<file path="config.mk">
export PLATFORM = sky130hd
export DESIGN_NAME = fifo_control_flat
export DESIGN_NICKNAME = d
export VERILOG_FILES = /design/src/rtl/fifo_control_if.sv /design/src/rtl/fifo_control.sv /design/src/flat_wrapper.sv
export SDC_FILE = /design/constraint.sdc
export NUM_CORES = 1
export LEC_CHECK = 0
export ABC_AREA = 1
export CORE_AREA = 3 3 40 42
export DETAILED_ROUTE_END_ITERATION = 7
export DIE_AREA = 0 0 43 45
export PLACE_DENSITY = 0.58
export SYNTH_ARGS = -nofsm -noshare
export SYNTH_HDL_FRONTEND = slang
export SYNTH_SLANG_ARGS = --single-unit
</file>
<file path="constraint.sdc">
create_clock -name ck -period 0.9 [get_ports ck]
set_input_delay 0.18 -clock ck [delete_from_list [all_inputs] [get_ports ck]]
set_output_delay 0.18 -clock ck [all_outputs]
set_load 0.02 [all_outputs]
</file>
<file path="src/rtl/fifo_control_if.sv">
// Handshake and datapath-control bundle for the 16-entry FIFO controller.
// master = FIFO user plus datapath, slave = the controller itself.
interface fifo_control_if;
  logic push;
  logic pop;
  logic flush;
  logic test;
  logic inc_wp;
  logic inc_rp;
  logic clear_wp;
  logic clear_rp;
  logic wp_rp_sel;
  logic chip_sel;
  logic write_enable;
  logic push_ack;
  logic pop_ack;
  logic rd_valid;
  logic full;
  logic empty;
  logic busy;

  modport master (
    output push, pop, flush, test,
    input  inc_wp, inc_rp, clear_wp, clear_rp,
    input  wp_rp_sel, chip_sel, write_enable,
    input  push_ack, pop_ack, rd_valid,
    input  full, empty, busy
  );

  modport slave (
    input  push, pop, flush, test,
    output inc_wp, inc_rp, clear_wp, clear_rp,
    output wp_rp_sel, chip_sel, write_enable,
    output push_ack, pop_ack, rd_valid,
    output full, empty, busy
  );
endinterface

</file>
<file path="src/rtl/fifo_control.sv">
// Moore controller for the 16-entry FIFO datapath.
// One memory access per operation, always separated by an IDLE cycle.
module fifo_control #(
  parameter bit PUSH_PRIORITY = 1'b1,
  parameter int RD_LATENCY    = 1
) (
  input logic        ck,
  input logic        reset,
  fifo_control_if.slave bus
);

  typedef enum logic [1:0] {
    IDLE  = 2'd0,
    WRITE = 2'd1,
    READ  = 2'd2,
    FLUSH = 2'd3
  } state_t;

  state_t state;
  state_t state_nx;
  logic   last_wr;
  logic   [RD_LATENCY-1:0] rd_pipe;

  logic want_wr;
  logic want_rd;
  logic go_wr;
  logic go_rd;

  // pointer equality is ambiguous; last_wr says which way it resolved
  assign bus.full  = bus.test & last_wr;
  assign bus.empty = bus.test & ~last_wr;

  assign want_wr = bus.push & ~bus.full;
  assign want_rd = bus.pop & ~bus.empty;
  assign go_wr   = want_wr & (~want_rd | PUSH_PRIORITY);
  assign go_rd   = want_rd & ~go_wr;

  always_ff @(posedge ck or posedge reset) begin
    if (reset) begin
      state <= IDLE;
    end else begin
      state <= state_nx;
    end
  end

  always_comb begin
    state_nx = IDLE;
    if (state == IDLE) begin
      priority case (1'b1)
        bus.flush: state_nx = FLUSH;
        go_wr:     state_nx = WRITE;
        go_rd:     state_nx = READ;
        default:   state_nx = IDLE;
      endcase
    end
  end

  always_comb begin
    bus.inc_wp       = 1'b0;
    bus.inc_rp       = 1'b0;
    bus.clear_wp     = 1'b0;
    bus.clear_rp     = 1'b0;
    bus.wp_rp_sel    = 1'b0;
    bus.chip_sel     = 1'b0;
    bus.write_enable = 1'b0;
    bus.push_ack     = 1'b0;
    bus.pop_ack      = 1'b0;
    bus.busy         = (state != IDLE);
    unique case (state)
      WRITE: begin
        bus.chip_sel     = 1'b1;
        bus.write_enable = 1'b1;
        bus.wp_rp_sel    = 1'b1;
        bus.inc_wp       = 1'b1;
        bus.push_ack     = 1'b1;
      end
      READ: begin
        bus.chip_sel = 1'b1;
        bus.inc_rp   = 1'b1;
        bus.pop_ack  = 1'b1;
      end
      FLUSH: begin
        bus.clear_wp = 1'b1;
        bus.clear_rp = 1'b1;
      end
      default: begin
      end
    endcase
  end

  always_ff @(posedge ck or posedge reset) begin
    if (reset) begin
      last_wr <= 1'b0;
    end else if (state == WRITE) begin
      last_wr <= 1'b1;
    end else if (state == READ || state == FLUSH) begin
      last_wr <= 1'b0;
    end
  end

  // flush leaves in-flight read data alone
  always_ff @(posedge ck or posedge reset) begin
    if (reset) begin
      rd_pipe <= '0;
    end else begin
      rd_pipe[0] <= (state == READ);
      for (int i = 1; i < RD_LATENCY; i++) begin
        rd_pipe[i] <= rd_pipe[i-1];
      end
    end
  end

  assign bus.rd_valid = rd_pipe[RD_LATENCY-1];

endmodule
</file>
<file path="src/flat_wrapper.sv">
// flat-port wrapper written by rule: the top's interface ports become plain ports
module fifo_control_flat 
#(
  parameter bit PUSH_PRIORITY = 1'b1,
  parameter int RD_LATENCY    = 1
)
  (ck, reset, bus_push, bus_pop, bus_flush, bus_test, bus_inc_wp, bus_inc_rp, bus_clear_wp, bus_clear_rp, bus_wp_rp_sel, bus_chip_sel, bus_write_enable, bus_push_ack, bus_pop_ack, bus_rd_valid, bus_full, bus_empty, bus_busy);
  fifo_control_if bus_i ();
  input logic ck;
  input logic reset;
  input wire logic [$bits(bus_i.push)-1:0] bus_push;
  input wire logic [$bits(bus_i.pop)-1:0] bus_pop;
  input wire logic [$bits(bus_i.flush)-1:0] bus_flush;
  input wire logic [$bits(bus_i.test)-1:0] bus_test;
  output wire logic [$bits(bus_i.inc_wp)-1:0] bus_inc_wp;
  output wire logic [$bits(bus_i.inc_rp)-1:0] bus_inc_rp;
  output wire logic [$bits(bus_i.clear_wp)-1:0] bus_clear_wp;
  output wire logic [$bits(bus_i.clear_rp)-1:0] bus_clear_rp;
  output wire logic [$bits(bus_i.wp_rp_sel)-1:0] bus_wp_rp_sel;
  output wire logic [$bits(bus_i.chip_sel)-1:0] bus_chip_sel;
  output wire logic [$bits(bus_i.write_enable)-1:0] bus_write_enable;
  output wire logic [$bits(bus_i.push_ack)-1:0] bus_push_ack;
  output wire logic [$bits(bus_i.pop_ack)-1:0] bus_pop_ack;
  output wire logic [$bits(bus_i.rd_valid)-1:0] bus_rd_valid;
  output wire logic [$bits(bus_i.full)-1:0] bus_full;
  output wire logic [$bits(bus_i.empty)-1:0] bus_empty;
  output wire logic [$bits(bus_i.busy)-1:0] bus_busy;
  assign bus_i.push = bus_push;
  assign bus_i.pop = bus_pop;
  assign bus_i.flush = bus_flush;
  assign bus_i.test = bus_test;
  assign bus_inc_wp = bus_i.inc_wp;
  assign bus_inc_rp = bus_i.inc_rp;
  assign bus_clear_wp = bus_i.clear_wp;
  assign bus_clear_rp = bus_i.clear_rp;
  assign bus_wp_rp_sel = bus_i.wp_rp_sel;
  assign bus_chip_sel = bus_i.chip_sel;
  assign bus_write_enable = bus_i.write_enable;
  assign bus_push_ack = bus_i.push_ack;
  assign bus_pop_ack = bus_i.pop_ack;
  assign bus_rd_valid = bus_i.rd_valid;
  assign bus_full = bus_i.full;
  assign bus_empty = bus_i.empty;
  assign bus_busy = bus_i.busy;
  fifo_control #(.PUSH_PRIORITY(PUSH_PRIORITY), .RD_LATENCY(RD_LATENCY)) u_core (.ck(ck), .reset(reset), .bus(bus_i));
endmodule
</file>
# == Word level (Yosys, flattened, before mapping) ==
# Index checks and enable logic that the tools add are counted.
# totals
reg_bits,4
latchBits,0
ramBits,0
romBits,0
input_bits,6
output_inout_bits,13
elab_cells,30
n_memories,0
# op_classes
addsub,0
multipliers,0
div_mod_pow,0
n_lt_le_gt_ge,0
n_eq_ne,3
shift,0
muxes,10
bitwise_logic,9
reduce_logical,5
# ops
operator,n
2-bit 2-to-1 mux,4
1-bit 2-to-1 mux,6
1-bit AND,5
"2-bit == test, second input constant",2
1-bit NOT,4
2-bit nonzero test,2
"2-bit by 1-bit == test with 1-bit output, second input constant",1
2-bit logical NOT,1
2-bit OR reduction,1
1-bit logical OR,1

# == Logic depth before layout (Yosys ltp) ==
# Gate-level depths: netlist (run 1).
# depth
word_depth,9
ltp_mapped,4
mapped_depth_nobuf,4

# == Least setup slack after synthesis (run 1) ==
# Ideal clock, no wire load.
# synth_timing
path_kind,flip-flop to output port
startpoint,register u_core.state[1]
endpoint,output bus_push_ack
arrival_time_ns,0.986
required_ns,0.720
setup_slack_ns,-0.266
path_stages_with_launch,4
n_path_buf,1
cell_sequence,dfrtp_1 > inv_1 > ha_1 > buf_4
# synth_via
elab_chain_cells,2
# synth_lines
element,line_no,source
start: declaration,fifo_control.sv:19,state_t state;
start signal: assignment,fifo_control.sv:42,state <= state_nx;
2-bit by 1-bit == test with 1-bit output,n/a,
1-bit 2-to-1 mux,n/a,
end: declaration,flat_wrapper.sv:22,output wire logic [$bits(bus_i.push_ack)-1:0] bus_push_ack;
# No other way between the ends.

# == Final worst setup path (run 1) ==
# layout_timing
startpoint,register u_core.state[1]
endpoint,output bus_chip_sel
# layout_via
elab_chain_cells,3
elab_cells_between_ends,4
classes_between,eq/ne: 2; mux: 1; reduce/logical: 1
# layout_lines
element,line_no,source
2-bit == test / 2-bit by 1-bit == test with 1-bit output (equally long branches),fifo_control.sv:69,unique case (state)
2-bit OR reduction (no source line) *,n/a,
1-bit 2-to-1 mux *,fifo_control.sv:69,
end: declaration,flat_wrapper.sv:20,output wire logic [$bits(bus_i.chip_sel)-1:0] bus_chip_sel;
# Every way passes the cells marked *; elsewhere a longest branch is shown, timed or not.

==> results of run 1 <==
## routing by layer
layer / share of wire / vias up
li1: - / 132
met1: 0.32 / 125
met2: 0.56 / 12
met3: 0.12 / 0
met4: 0 / 0
met5: 0 / -
## worst paths after layout
kind                                           start                             to
max reg2reg                u_core.state[0]$_DFF_PP0_     u_core.last_wr$_DFFE_PP0P_
min in group ck                              bus_pop      u_core.state[1]$_DFF_PP0_
max in group asynchronous                      reset      u_core.state[1]$_DFF_PP0_
min                                            reset     u_core.last_wr$_DFFE_PP0P_
max                        u_core.state[1]$_DFF_PP0_                   bus_chip_sel
min reg2reg                u_core.state[0]$_DFF_PP0_  u_core.bus.rd_valid$_DFF_PP0_
## timing repair
| action | in CTS | in global routing |
|---|---|---|
| hold buffers | 0 | 0 |
| buffers inserted | 2 | 1 |
| resized for setup | 76 | 16 |
| endpoints found under the setup margin | 16 | 16 |
| pin swaps | 3 | 3 |
## placed cells by master, fill, tap and decap left out, types with 2 or more instances in the layout
master and n:
buf_6 13, buf_4 8, inv_2 6, ha_4 5, clkdlybuf4s50_1 4, dfrtp_1 4, a21oi_2 3, clkbuf_4 3
nand2_2 2, inv_1 2
## layout make-up
type                            count  share of cell area
Clock buffer                        3             0.03614
Inverter                            8             0.04819
Multi-Input combinational cell     13              0.3153
Sequential cell                     4              0.1606
Tap cell                           15             0.03012
Timing Repair Buffer               26              0.4096
## worst register-to-register path, cell delays in order (launching register included)
cell and delay, ps:
dfrtp_1 390, buf_6 140, ha_4 170, buf_6 120
nor2_4 70, a21oi_2 30
## per-stage QoR
| stage | cell area (µm²) | util | setup slack, ps | total power [W] | setup TNS, ps |
|---|---|---|---|---|---|
| final | 623.1 | 0.4849 | -367.4 | 0.002482 | -4014 |
| after global routing | 623.1 | 0.4849 | -405.2 | 0.002675 | -4733 |
| after CTS | 574.3 | 0.4469 | -379.1 | 0.002268 | -4379 |
| after detailed placement | 530.5 | 0.4129 | -652.4 | 0.001923 | -7414 |
| after global placement | 530.5 | 0.4129 | -646.9 | 0.001897 | -7252 |
| after floorplan | 331.6 | - | -133.3 | 0.001383 | -993.1 |
## flip-flops by register name, indices dropped and copies added, names as in the netlist
signal	cells
u_core.bus.rd_valid	1
u_core.last_wr	1
u_core.state	2
## kinds of logic after synthesis
| kind of cell | share of synthesized area |
|---|---|
| compound gates | 0.06788 |
| fa+ha+maj | 0.2262 |
| buf+inv | 0.2444 |
| flops | 0.3620 |
| simple gates | 0.09956 |
## where the power goes
part	internal, W	switching (W)
sequential	0.000268	0.0000612
combinational	0.00101	0.000926
clock	0.000149	0.0000717
total	0.00142	0.00106
==> impl_metrics.yaml, run 1 <==
run_status:
  status: "complete, but fails checks"
  violations: "setup timing"
drt:
  drt-wirelength-per-cell_um: 9.609
  drtPass1Iterations: 1
  wirelength_um: 663
  routed_via_density: 3.899
  drtIter0Drc: 0
  vias: 269
  ant_nets: 0
  drc: 0
synth:
  synth.most_common_cell: "inv_1"
  synth_edf_count: 0
  ys_warn_count: 0
  synth_nets: 41
  syn_area_um2: 276.5
  ys_ff_latch: 4
  netlist_top_cells_area: "dfrtp_1, ha_1, buf_4, inv_1, a21oi_1"
  syn_avg_cell_area_um2: 9.217
  synth_top_area_share: 0.3620
  synth_area_leader_cell: "dfrtp_1"
  ys_top_cells_by_count: "inv_1, buf_4, ha_1"
  ys_seq_area_frac: 0.3620
  synth_cell_types: 10
  synth-main-ff-cell: "dfrtp_1"
  asyncSetResetFlopFracSynth: 1.000
  synthCells: 30
power:
  p_leak_nw: 0.3015
  vdd.ir_drop.worst_mv: 1.881
  power_density_mw_per_mm2: 3983
worst_setup_path:
  path_buf_inv: 2
  cp_cell_sequence: "inv_2 -> ha_4 -> buf_6"
  cp_slowest_cell: "dfrtp_1"
  crit_type: "flip-flop to primary output"
  rrSetupSlack_ps: -120
  r2r_cells: 5
  startpoint_type: "flip-flop"
  crit_required_ps: 720
  crit_path_max_fanout: 3
  cp.depth: 3
  end_kind: "primary output"
  max_stage_delay_ps: 380
  critPathTopFamily: "flip-flops"
  critical_path_arrival_ps: 1090
global_routing:
  grtUsageMet1: 0.07282
  grt_busiest_layer: "met2"
  met3_usage: 0.05578
  grt_usage: 0.08514
  antenna_found_initial: 0
  grt_pass1_wl_mm: 1.173
  grtUsageMet2: 0.1467
  grt_start_max_net_pins: 6
  first_global_vias: 288
  grt_overflow: 0
cts:
  cts.path.max_buffers: 2
  cts.clk_slew.worst_paths_ps: 40
  cts_buffers: 3
  cts_num_sinks: 4
  htreeDepth: 1
  cts-root-buf: "clkbuf_4"
  cts_tree: "built"
  clk_latency_ps: 230
timing:
  max_clock_freq_mhz: 789.0
  rsz0062_at_grt: "yes"
  slew-limit-headroom: 0.8897
  slew_violations: 0
  period_share: 1.408
  layout_min_cycle_time_ps: 1267
  worst_slew_pin_slew_ps: 165.2
  hold_viol_final: 0
  whs_ps: 133.7
  setup_viol_count_final: 16
  setup_ws_ps: -367.4
  finalClockSkew_ps: 7.925
floorplanning:
  rows: 13
  pin_count: 19
  initial_utilization: 0.2152
  dieHeight_um: 45
  die_width_um: 43
  core_area_mm2: 0.001285
  dieArea_mm2: 0.001935
layout:
  layout.nets: 67
  areaGrowthSynthToFinish_pct: 125.3
  num_antenna_cells: 0
  stdcell_count: 69
  n_fill_cell: 137
  multi_input_area_um2: 196.4
  drive_above_1_share: 0.7963
  seqCellArea_um2: 100.1
place:
  portBuffers: 18
  place_inst: 65
  globalplace.congestion: 0.6145
flow_run:
  cap_violations: 0
worst_hold_path:
  hp-class: "input port to async pin"
Note: power is estimated with default switching activity, not from simulation.
==> inputs of run 2 (changes only) <==
Settings changed: CORE_AREA 3 3 40 42 to 2 2 39 41, DIE_AREA 0 0 43 45 to 0 0 41 43, SETUP_SLACK_MARGIN from default to 0.05.
==> run 2 against run 1 <==
The run still ends with setup timing left. Flip-flop and latch count is the same. Die area shrank 8.9%. Total power grew 1.5%. Via count shrank 3.7%. Critical path type unchanged. Highest routed layer is now met4.
==> impl_metrics.yaml, run 2 (same netlist as run 1, synthesis figures left out) <==
floorplanning:
  pin_count: 19
  rows: 14
  dieArea_mm2: 0.001763
  core_area_mm2: 0.001384
  die_width_um: 41
  initial_utilization: 0.1998
  dieHeight_um: 43
place:
  globalplace.congestion: 0.6085
  hpwl_um: 480.4
  place_inst: 66
  pre_cts_slack_ps: -655.7
  portBuffers: 18
  placed_area_um2: 531.8
worst_setup_path:
  critical_path_arrival_ps: 1100
  startpoint_type: "flip-flop"
  end_kind: "primary output"
  crit_type: "flip-flop to primary output"
  timing.rr.start: "u_core.state[0]$_DFF_PP0_"
  r2r_cells: 5
  r2r_end: "u_core.last_wr$_DFFE_PP0P_"
  crit_path_max_fanout: 3
  rrSetupSlack_ps: -150
  crit_required_ps: 720
run_status:
  violations: "setup timing"
  status: "complete, but fails checks"
drt:
  drt-wirelength-per-cell_um: 9.000
  wirelength_um: 621
  drc: 0
  drtPass1Iterations: 2
  vias: 259
  drtIter0Drc: 1
  ant_nets: 0
  routed_via_density: 3.754
timing:
  hold_viol_final: 0
  setup_viol_count_final: 16
  worst_slew_pin_slew_ps: 150.8
  finalSetupTns_ps: -4245
  layout_min_cycle_time_ps: 1283
  finalClockSkew_ps: 2.332
  slew-limit-headroom: 0.8993
  rsz0062_at_grt: "yes"
  setup_ws_ps: -382.7
  max_clock_freq_mhz: 779.6
  slew_violations: 0
  period_share: 1.425
flow_run:
  cap_violations: 0
layout:
  drive_above_1_share: 0.7736
  largest_reg_flops: 2
  layout_common_cells: "buf_6, inv_2, ha_4"
  largest_register: "u_core.state"
  areaGrowthSynthToFinish_pct: 129.4
  stdcell_area_um2: 634.4
  final_core_util: 0.4584
  stdcell_count: 69
  layout.nets: 66
  final_common_cell: "buf_6"
  num_antenna_cells: 0
cts:
  clk_latency_ps: 240
  cts_hold_buf: 0
  cts_tree: "built"
  cts.clk_slew.worst_paths_ps: 40
  cts.path.max_buffers: 2
  htreeDepth: 1
  cts_num_sinks: 4
  cts_buffers: 3
  cts-root-buf: "clkbuf_4"
global_routing:
  antenna_found_initial: 0
  grt_overflow: 0
  grt_pass1_wl_um: 966
  grt_start_max_net_pins: 6
  grt_usage: 0.08350
  first_global_vias: 256
power:
  p_leak_nw: 0.3023
  power_density_mw_per_mm2: 3972
  vdd.ir_drop.worst_mv: 1.170
worst_hold_path:
  hp-class: "input port to async pin"
[run 2: power by group]
group	total (W)	internal, W	switching (W)
clock	0.000232	0.000150	0.0000827
sequential	0.000342	0.000268	0.0000741
combinational	0.00195	0.00103	0.000912
total	0.00252	0.00145	0.00107
[run 2: worst max path at each step]
| stage | cells past startpoint | from | slack (ps) | endpoint |
|---|---|---|---|---|
| after global placement | 4 | bus_test | -650 | bus_empty |
| final | 3 | u_core.state[1]$_DFF_PP0_ | -380 | bus_chip_sel |
| after floorplan | 3 | u_core.state[1]$_DFF_PP0_ | -130 | bus_push_ack |
| after CTS | 3 | u_core.state[1]$_DFF_PP0_ | -380 | bus_chip_sel |
| after detailed placement | 4 | bus_test | -660 | bus_full |
| after global routing | 3 | u_core.state[1]$_DFF_PP0_ | -410 | bus_chip_sel |
[run 2: timing repair]
action                                  CTS  global route
endpoints found under the setup margin   16            16
pin swaps                                 4             7
setup buffers                             2             2
resized for setup                        77            21
[run 2: area by class of cell]
| cell class | instances | area, µm² |
|---|---|---|
| timing repair buffer | 25 | 266.5 |
| multi-input combinational | 13 | 192.7 |
| fill | 131 | 749.5 |
| tap | 16 | 20.02 |
| clock buffer | 3 | 22.52 |
| inverter | 8 | 32.53 |
| sequential | 4 | 100.1 |
[run 2: metal layers]
metal | share of wire | GRT usage
met1 | 0.35 | 0.08414
met3 | 0.071 | 0.04712
met4 | 0.029 | 0.06000
met5 | 0 | 0
met2 | 0.54 | 0.1219
[run 2: critical path, stage by stage, from the launching register on]
cell     delay (ps)
dfrtp_1         390
inv_2           130
ha_4            210
buf_6           120
[run 2: stage by stage]
step           hold slack (ps)  power (W)
4_1_cts                  125.7   0.002259
2_1_floorplan           -53.92   0.001383
3_5_place_dp             373.9   0.001908
5_1_grt                  157.9   0.002676
6_report                 123.7   0.002520
3_3_place_gp             372.8   0.001900
